File: config.mk
export PLATFORM = sky130hd
export DESIGN_NAME = ym_prescaler_prog_flat
export DESIGN_NICKNAME = d
export VERILOG_FILES = /design/src/rtl/ym_prescaler_prog_if.sv /design/src/rtl/ym_prescaler_prog.sv /design/src/flat_wrapper.sv
export SDC_FILE = /design/constraint.sdc
export NUM_CORES = 1
export LEC_CHECK = 0
export BUFFER_PORTS_ARGS = -buffer_cell sky130_fd_sc_hd__buf_2
export CAP_MARGIN = 20
export CORE_MARGIN = 8
export CORE_UTILIZATION = 35
export DETAILED_ROUTE_END_ITERATION = 12
export GPL_ROUTABILITY_DRIVEN = 0
export PLACE_DENSITY = 0.59
export SETUP_SLACK_MARGIN = 0.1
export SLEW_MARGIN = 10
export SYNTH_ARGS = -nofsm -noshare
export SYNTH_HDL_FRONTEND = slang
export SYNTH_SLANG_ARGS = --single-unit
File: constraint.sdc
create_clock -name MCLK -period 2.5 [get_ports MCLK]
set_input_delay 0.25 -clock MCLK [delete_from_list [all_inputs] [get_ports MCLK]]
set_output_delay 0.25 -clock MCLK [all_outputs]
set_load 0.005 [all_outputs]
File: src/rtl/ym_prescaler_prog_if.sv
// Phase-enable bus for ym_prescaler_prog: chip-clock level and divider in, phase enables out.
// The master drives PHI/div; the slave (the prescaler) drives the enables and reset_fsm.
interface ym_prescaler_prog_if #(
    parameter int unsigned DIV_W = 4
);
    logic             PHI;
    logic [DIV_W-1:0] div;
    logic             c1;
    logic             c2;
    logic             cyc;
    logic             reset_fsm;

    modport master (
        output PHI,
        output div,
        input  c1,
        input  c2,
        input  cyc,
        input  reset_fsm
    );

    modport slave (
        input  PHI,
        input  div,
        output c1,
        output c2,
        output cyc,
        output reset_fsm
    );
endinterface

File: src/rtl/ym_prescaler_prog.sv
// Programmable two-phase clock-enable generator (even divide-by-2h of the PHI tick rate).
// Optional build macro YM_PRESC_DYNDIV_EN: reload the half-period from div at every cycle wrap.
module ym_prescaler_prog #(
    parameter int unsigned DIV_W    = 4,
    parameter int unsigned RST_HOLD = 4
) (
    input  logic                 MCLK,
    input  logic                 IC,
    ym_prescaler_prog_if.slave   bus
);
    localparam int unsigned HcW = $clog2(RST_HOLD + 1);
    localparam int unsigned SW  = DIV_W + 1;

    logic             phi_q, phi_d;
    logic [HcW-1:0]   hc_q, hc_d;
    logic [SW-1:0]    s_q, s_d;
    logic [DIV_W-1:0] h_q, h_d;
    logic             c1_q, c1_d;
    logic             c2_q, c2_d;
    logic             cyc_q, cyc_d;

    logic             tick;
    logic             wrap;
    logic             in_hold;
    logic [DIV_W-1:0] div_san;
    logic [SW-1:0]    h_ext;
    logic [SW-1:0]    len;

    // Half-periods below 2 would make the phases overlap, so clamp them to 2.
    assign div_san = (bus.div < DIV_W'(2)) ? DIV_W'(2) : bus.div;

    assign tick    = bus.PHI & ~phi_q;
    assign in_hold = (hc_q != '0);
    assign h_ext   = {1'b0, h_q};
    assign len     = {h_q, 1'b0};
    assign wrap    = (s_q == len - SW'(1));

    always_comb begin
        phi_d = bus.PHI;
        hc_d  = hc_q;
        s_d   = s_q;
        h_d   = h_q;
        c1_d  = c1_q;
        c2_d  = c2_q;
        cyc_d = cyc_q;
        if (tick) begin
            if (in_hold) begin
                hc_d  = hc_q - HcW'(1);
                h_d   = div_san;
                s_d   = '0;
                c1_d  = 1'b0;
                c2_d  = 1'b0;
                cyc_d = 1'b0;
            end else begin
                c1_d  = (s_q == '0) | wrap;
                c2_d  = (s_q == h_ext - SW'(1)) | (s_q == h_ext);
                cyc_d = (s_q == '0);
                s_d   = wrap ? '0 : s_q + SW'(1);
`ifdef YM_PRESC_DYNDIV_EN
                // New ratio only takes effect from the next slot 0.
                if (wrap) begin
                    h_d = div_san;
                end
`endif
            end
        end
    end

    always_ff @(posedge MCLK) begin
        if (IC) begin
            phi_q <= 1'b0;
            hc_q  <= HcW'(RST_HOLD);
            s_q   <= '0;
            h_q   <= div_san;
            c1_q  <= 1'b0;
            c2_q  <= 1'b0;
            cyc_q <= 1'b0;
        end else begin
            phi_q <= phi_d;
            hc_q  <= hc_d;
            s_q   <= s_d;
            h_q   <= h_d;
            c1_q  <= c1_d;
            c2_q  <= c2_d;
            cyc_q <= cyc_d;
        end
    end

    assign bus.c1        = c1_q;
    assign bus.c2        = c2_q;
    assign bus.cyc       = cyc_q;
    assign bus.reset_fsm = in_hold;
endmodule

File: src/flat_wrapper.sv
// flat-port wrapper written by rule: the top's interface ports become plain ports
module ym_prescaler_prog_flat 
#(
    parameter int unsigned DIV_W    = 4,
    parameter int unsigned RST_HOLD = 4
)
  (MCLK, IC, bus_PHI, bus_div, bus_c1, bus_c2, bus_cyc, bus_reset_fsm);
  ym_prescaler_prog_if #(.DIV_W(DIV_W)) bus_i ();
  input  logic MCLK;
  input  logic IC;
  input wire logic [$bits(bus_i.PHI)-1:0] bus_PHI;
  input wire logic [$bits(bus_i.div)-1:0] bus_div;
  output wire logic [$bits(bus_i.c1)-1:0] bus_c1;
  output wire logic [$bits(bus_i.c2)-1:0] bus_c2;
  output wire logic [$bits(bus_i.cyc)-1:0] bus_cyc;
  output wire logic [$bits(bus_i.reset_fsm)-1:0] bus_reset_fsm;
  assign bus_i.PHI = bus_PHI;
  assign bus_i.div = bus_div;
  assign bus_c1 = bus_i.c1;
  assign bus_c2 = bus_i.c2;
  assign bus_cyc = bus_i.cyc;
  assign bus_reset_fsm = bus_i.reset_fsm;
  ym_prescaler_prog #(.DIV_W(DIV_W), .RST_HOLD(RST_HOLD)) u_core (.MCLK(MCLK), .IC(IC), .bus(bus_i));
endmodule
---- Yosys cells after proc, flatten, opt, wreduce, memory -nomap -nowiden ----
Cells that the tools add are included.
operators by class
  add/sub/neg operators ................... 4
  magnitude comparators ................... 1
  eq/ne operators ......................... 3
  muxes and demuxes ....................... 9
  bitwise gates (word level) .............. 4
  reduce and logical (&&, ||, !) cells .... 6
operator list
  kind                                                        number
  two-way mux 4 bit                                           4
  equality test 5 bit                                         2
  two-way mux 5 bit                                           2
  adder 5 x 1 -> 5 bit, second input constant                 1
  equality test 5 x 4 -> 1 bit                                1
  zero test 5 bit                                             1
  subtractor 4 x 1 -> 5 bit, second input constant            1
  subtractor 5 x 1 -> 5 bit, second input constant            1
  less-than comparator 4 x 2 -> 1 bit, second input constant  1
  AND reduction 2 bit                                         2
  nonzero test 2 bit                                          2
  two-way mux 1 bit                                           3
  nonzero test 3 bit                                          1
  subtractor 3 x 1 -> 3 bit, second input constant            1
  bitwise OR 1 bit                                            2
  AND 1 bit                                                   1
  NOT 1 bit                                                   1
word-level totals
  register bits ........................... 16
  input bits .............................. 7
  output and inout bits ................... 4
  word-level logic and storage cells ...... 34

---- Depth between registers and ports, before layout ----
  depth after elaboration ................. 5
  mapped depth ............................ 7
  gate-level depth less buffers ........... 7

---- Least setup slack after synthesis ----
No wires, ideal clock.
  path type ............................... register to register
  start point ............................. register u_core.h_q[0]
  end point ............................... register u_core.s_q[1]
  library setup time ...................... 0.070 ns
  arrival time ............................ 1.780 ns
  data required time ...................... 2.430 ns
  path slack .............................. 0.650 ns
  stages on the path, launching flop included .. 8
  path buffers ............................ 0
  clock period less this slack ............ 1.850 ns
  cells stage by stage .................... edfxtp_1 > inv_1 > ha_1 > xor2_1 > xor2_1 > nor3_1 > or4b_1 > a21oi_1
between the ends
  cells in the longest elaborated chain, start to end .. 4
ends and longest elaborated chain
  item                       line                     text
  start: declaration         ym_prescaler_prog.sv:17  logic [DIV_W-1:0] h_q, h_d;
  start signal: assignment   ym_prescaler_prog.sv:74  h_q <= div_san;
  subtractor 5 x 1 -> 5 bit  ym_prescaler_prog.sv:36  assign wrap = (s_q == len - SW'(1));
  equality test 5 bit        ym_prescaler_prog.sv:36
  two-way mux 5 bit          ym_prescaler_prog.sv:58  s_d = wrap ? '0 : s_q + SW'(1);
  two-way mux 5 bit          ym_prescaler_prog.sv:47  if (in_hold) begin
  end signal: assignment     ym_prescaler_prog.sv:73  s_q <= '0;
  end signal: assignment     ym_prescaler_prog.sv:81  s_q <= s_d;
  end: declaration           ym_prescaler_prog.sv:16  logic [SW-1:0] s_q, s_d;
No other way between the ends.
A chain may end at the register's enable or synchronous reset.

---- Final worst setup path ----
Ends and elaborated chain as after synthesis.

==> metrics.txt <==
status finished, final reports clean; Top Ports 11; setup ws final 0.516 ns; diode count 0; Post-CTS Resized 0; largest fanout on the critical path 4; skew final 0.00280 ns; Multi-input gate area 512 um^2; cell taking the most area after synthesis dfxtp_1; element type at the critical path end flip-flop; leakage 0.000410 uW; Root Driver clkbuf_4; CTS tree done; Hold Path Stages 1; WP data required 2.72 ns; RSZ-0062 raised after global routing no; post-synthesis sequential area ratio 39.0%; Starting Density 36.9%; sw frac 26.9%; Post-Place Worst Slack 0.518 ns; Placed Cells 138; Post-synth EDFFs 4; Final ANT Viol Nets 0; dominant synthesized flop cell dfxtp_1; R2R depth 7; synth top area cells dfxtp_1 (26%), edfxtp_1 (13%), xor2_1 (8.5%), ha_1 (6.8%), xnor2_1 (4.7%); Crit path arrival time 2.21 ns; via count 722; Die W 67.4 um; endpoint of the worst hold path u_core.h_q[2]; pin count of the biggest net entering global routing 13; Remaining DRCs 0; Die H 67.4 um; Comb power frac 16.9%; Max clock buf depth 2; Seq pwr share 56.5%; register area 360 um^2; flop2flop setup slack 0.52 ns; Die Area 0.00454 mm^2; Final setup viols 0; Area growth syn-to-layout 9.21%; kind of critical path reg2reg; DRT Wirelength 1670 um; Yosys warnings 0; Worst-Margin Slew 0.447 ns; vias in the first global route 685; Post-Syn Area 923 um^2; gr usage total 8.42%; DP Wirelength 1350 um; Async SR Flop Fraction 0%; Post-synth top cells dfxtp_1 (12), xor2_1 (9), nand2_1 (8), nor2_1 (8), inv_1 (6); num rows 18; reg-to-reg endpoint u_core.s_q[1]; Mapped Cells 105; area of the core 0.00250 mm^2; max incr delay on CP 0.50 ns; Post-CTS Hold Fix Bufs 0; Sw Pwr 139 uW; Pint 379 uW; RR Startpoint u_core.h_q[0]; Avg Inst Size Synth 8.79 um^2; maximum VDD drop 0.325 mV; power density cells 515 mW/mm^2; top cell type's share of synthesized area 26.0%; clock buffer count from CTS 3; share of layout cells above drive strength 1 13.4%; fin crit share 79.4%; number of unique standard cell types used by synthesis 35; Worst setup SP type flip-flop; fill count 248; GR Overflow Total 0; Hold WC Path Type in2reg; H-tree levels 1; Clock Pin Slew Worst Setup and Hold Paths 0.09 ns; 1st-iter DRT viols 13; min cycle time layout 1.98 ns; critical path's slowest cell or4b_1; count leader, synth dfxtp_1; First-pass DRT Iterations 5; max_slew headroom 70.0%; initial antenna violation count 0; hold path start bus_div[2]; CTS sink cnt 16; critical-path cell list inv_1 > ha_1 > xor2_1 > xor2_1 > nor3_1 > or4b_1 > a21oi_1; Final Hold Fails 0; WL/cell 11.8 um; max-slew violations 0; max-cap violations 0; Port Buf Inserts 10; most frequent CP cell xor2_1; syn nets 117; nets 125; postcts setup bufs 0; first-pass GRT wire length 2950 um; Fin Setup TNS 0 ns; Vias per Instance 5.08; Clock power frac 26.7%; Peak Freq 504 MHz; Clock Latency Late Sink 0.28 ns; Finished Layout Cells 142; Yosys reg bits 16
-- registers in the layout, summed over array words and instances, names as in the netlist --
name and flops:
u_core.bus.cyc 1, u_core.bus.c1 1, u_core.hc_q 3, u_core.bus.c2 1, u_core.phi_q 1, u_core.s_q 5
u_core.h_q 4
-- how the worst max path moves through the flow --
stage | to | startpoint | slack [ns] | cells past startpoint
4_1_cts | u_core.s_q[1] | u_core.h_q[0] | 0.50 | 7
6_report | u_core.s_q[1] | u_core.h_q[0] | 0.52 | 7
2_1_floorplan | u_core.s_q[1] | u_core.h_q[0] | 0.65 | 7
3_3_place_gp | u_core.s_q[1] | u_core.h_q[0] | 0.59 | 7
3_5_place_dp | u_core.s_q[1] | u_core.h_q[0] | 0.52 | 7
5_1_grt | u_core.s_q[1] | u_core.h_q[0] | 0.39 | 7
-- worst max-delay path: cells and delay by family (launching register included) --
family	cells	cell delay [ns]
xor+xnor	2	0.41
flops	1	0.47
buf+inv	1	0.09
compound gates	1	0.15
fa+ha+maj	1	0.21
simple gates	2	0.60
-- layout by cell type, fill, tap and decap left out, drive strengths merged, types with 2 or more instances in the layout --
| master | instances |
|---|---|
| edfxtp | 4 |
| dfxtp | 12 |
| nor2 | 8 |
| buf | 10 |
| o21ai | 2 |
| a21oi | 5 |
| o21bai | 2 |
| nand3 | 3 |
| nor3 | 4 |
| xnor2 | 5 |
| or2 | 2 |
| inv | 6 |
| nand2 | 8 |
| nor2b | 3 |
| nand2b | 3 |
| ha | 5 |
| clkbuf | 3 |
| xor2 | 9 |
-- metal layers --
| metal | up-vias | track usage (%) | share of wire, % |
|---|---|---|---|
| met4 | 0 | 3.13 | 1.0 |
| met5 | - | 0 | 0 |
| li1 | 375 | - | - |
| met2 | 16 | 12.5 | 44 |
| met1 | 329 | 9.94 | 47 |
| met3 | 2 | 4.64 | 7.0 |
-- through the flow --
step / instance area (um^2) / utilization (%) / hold WS (ns) / total power (uW)
after floorplan: 923 / - / 0.378 / 365
after global placement: 982 / 39.3 / 0.441 / 385
after detailed placement: 982 / 39.3 / 0.457 / 388
after CTS: 1010 / 40.3 / 0.153 / 529
after global routing: 1010 / 40.3 / 0.149 / 551
final: 1010 / 40.3 / 0.168 / 519
-- power by group through the flow --
stage | clock network (uW) | registers, uW | logic, uW
2_1_floorplan | 0 | 296 | 68.5
3_3_place_gp | 0 | 298 | 87.3
3_5_place_dp | 0 | 299 | 89.0
4_1_cts | 146 | 293 | 89.5
5_1_grt | 155 | 295 | 101
6_report | 138 | 293 | 87.6
-- kinds of logic after synthesis --
group | Yosys count | synth area share (%)
fa+ha+maj | 5 | 6.78
buf+inv | 13 | 5.56
simple gates | 38 | 21.4
compound gates | 19 | 14.0
xor+xnor | 14 | 13.3
flops | 16 | 39.0
-- cell type report --
type,instances,area share (%)
tap,30,3.72
clock inverter,1,0.372
inverter,6,2.23
multi-input combinational,76,50.7
timing repair buffer,10,4.96
clock buffer,3,2.23
sequential,16,35.7
Power figures use the tool's default switching activity.
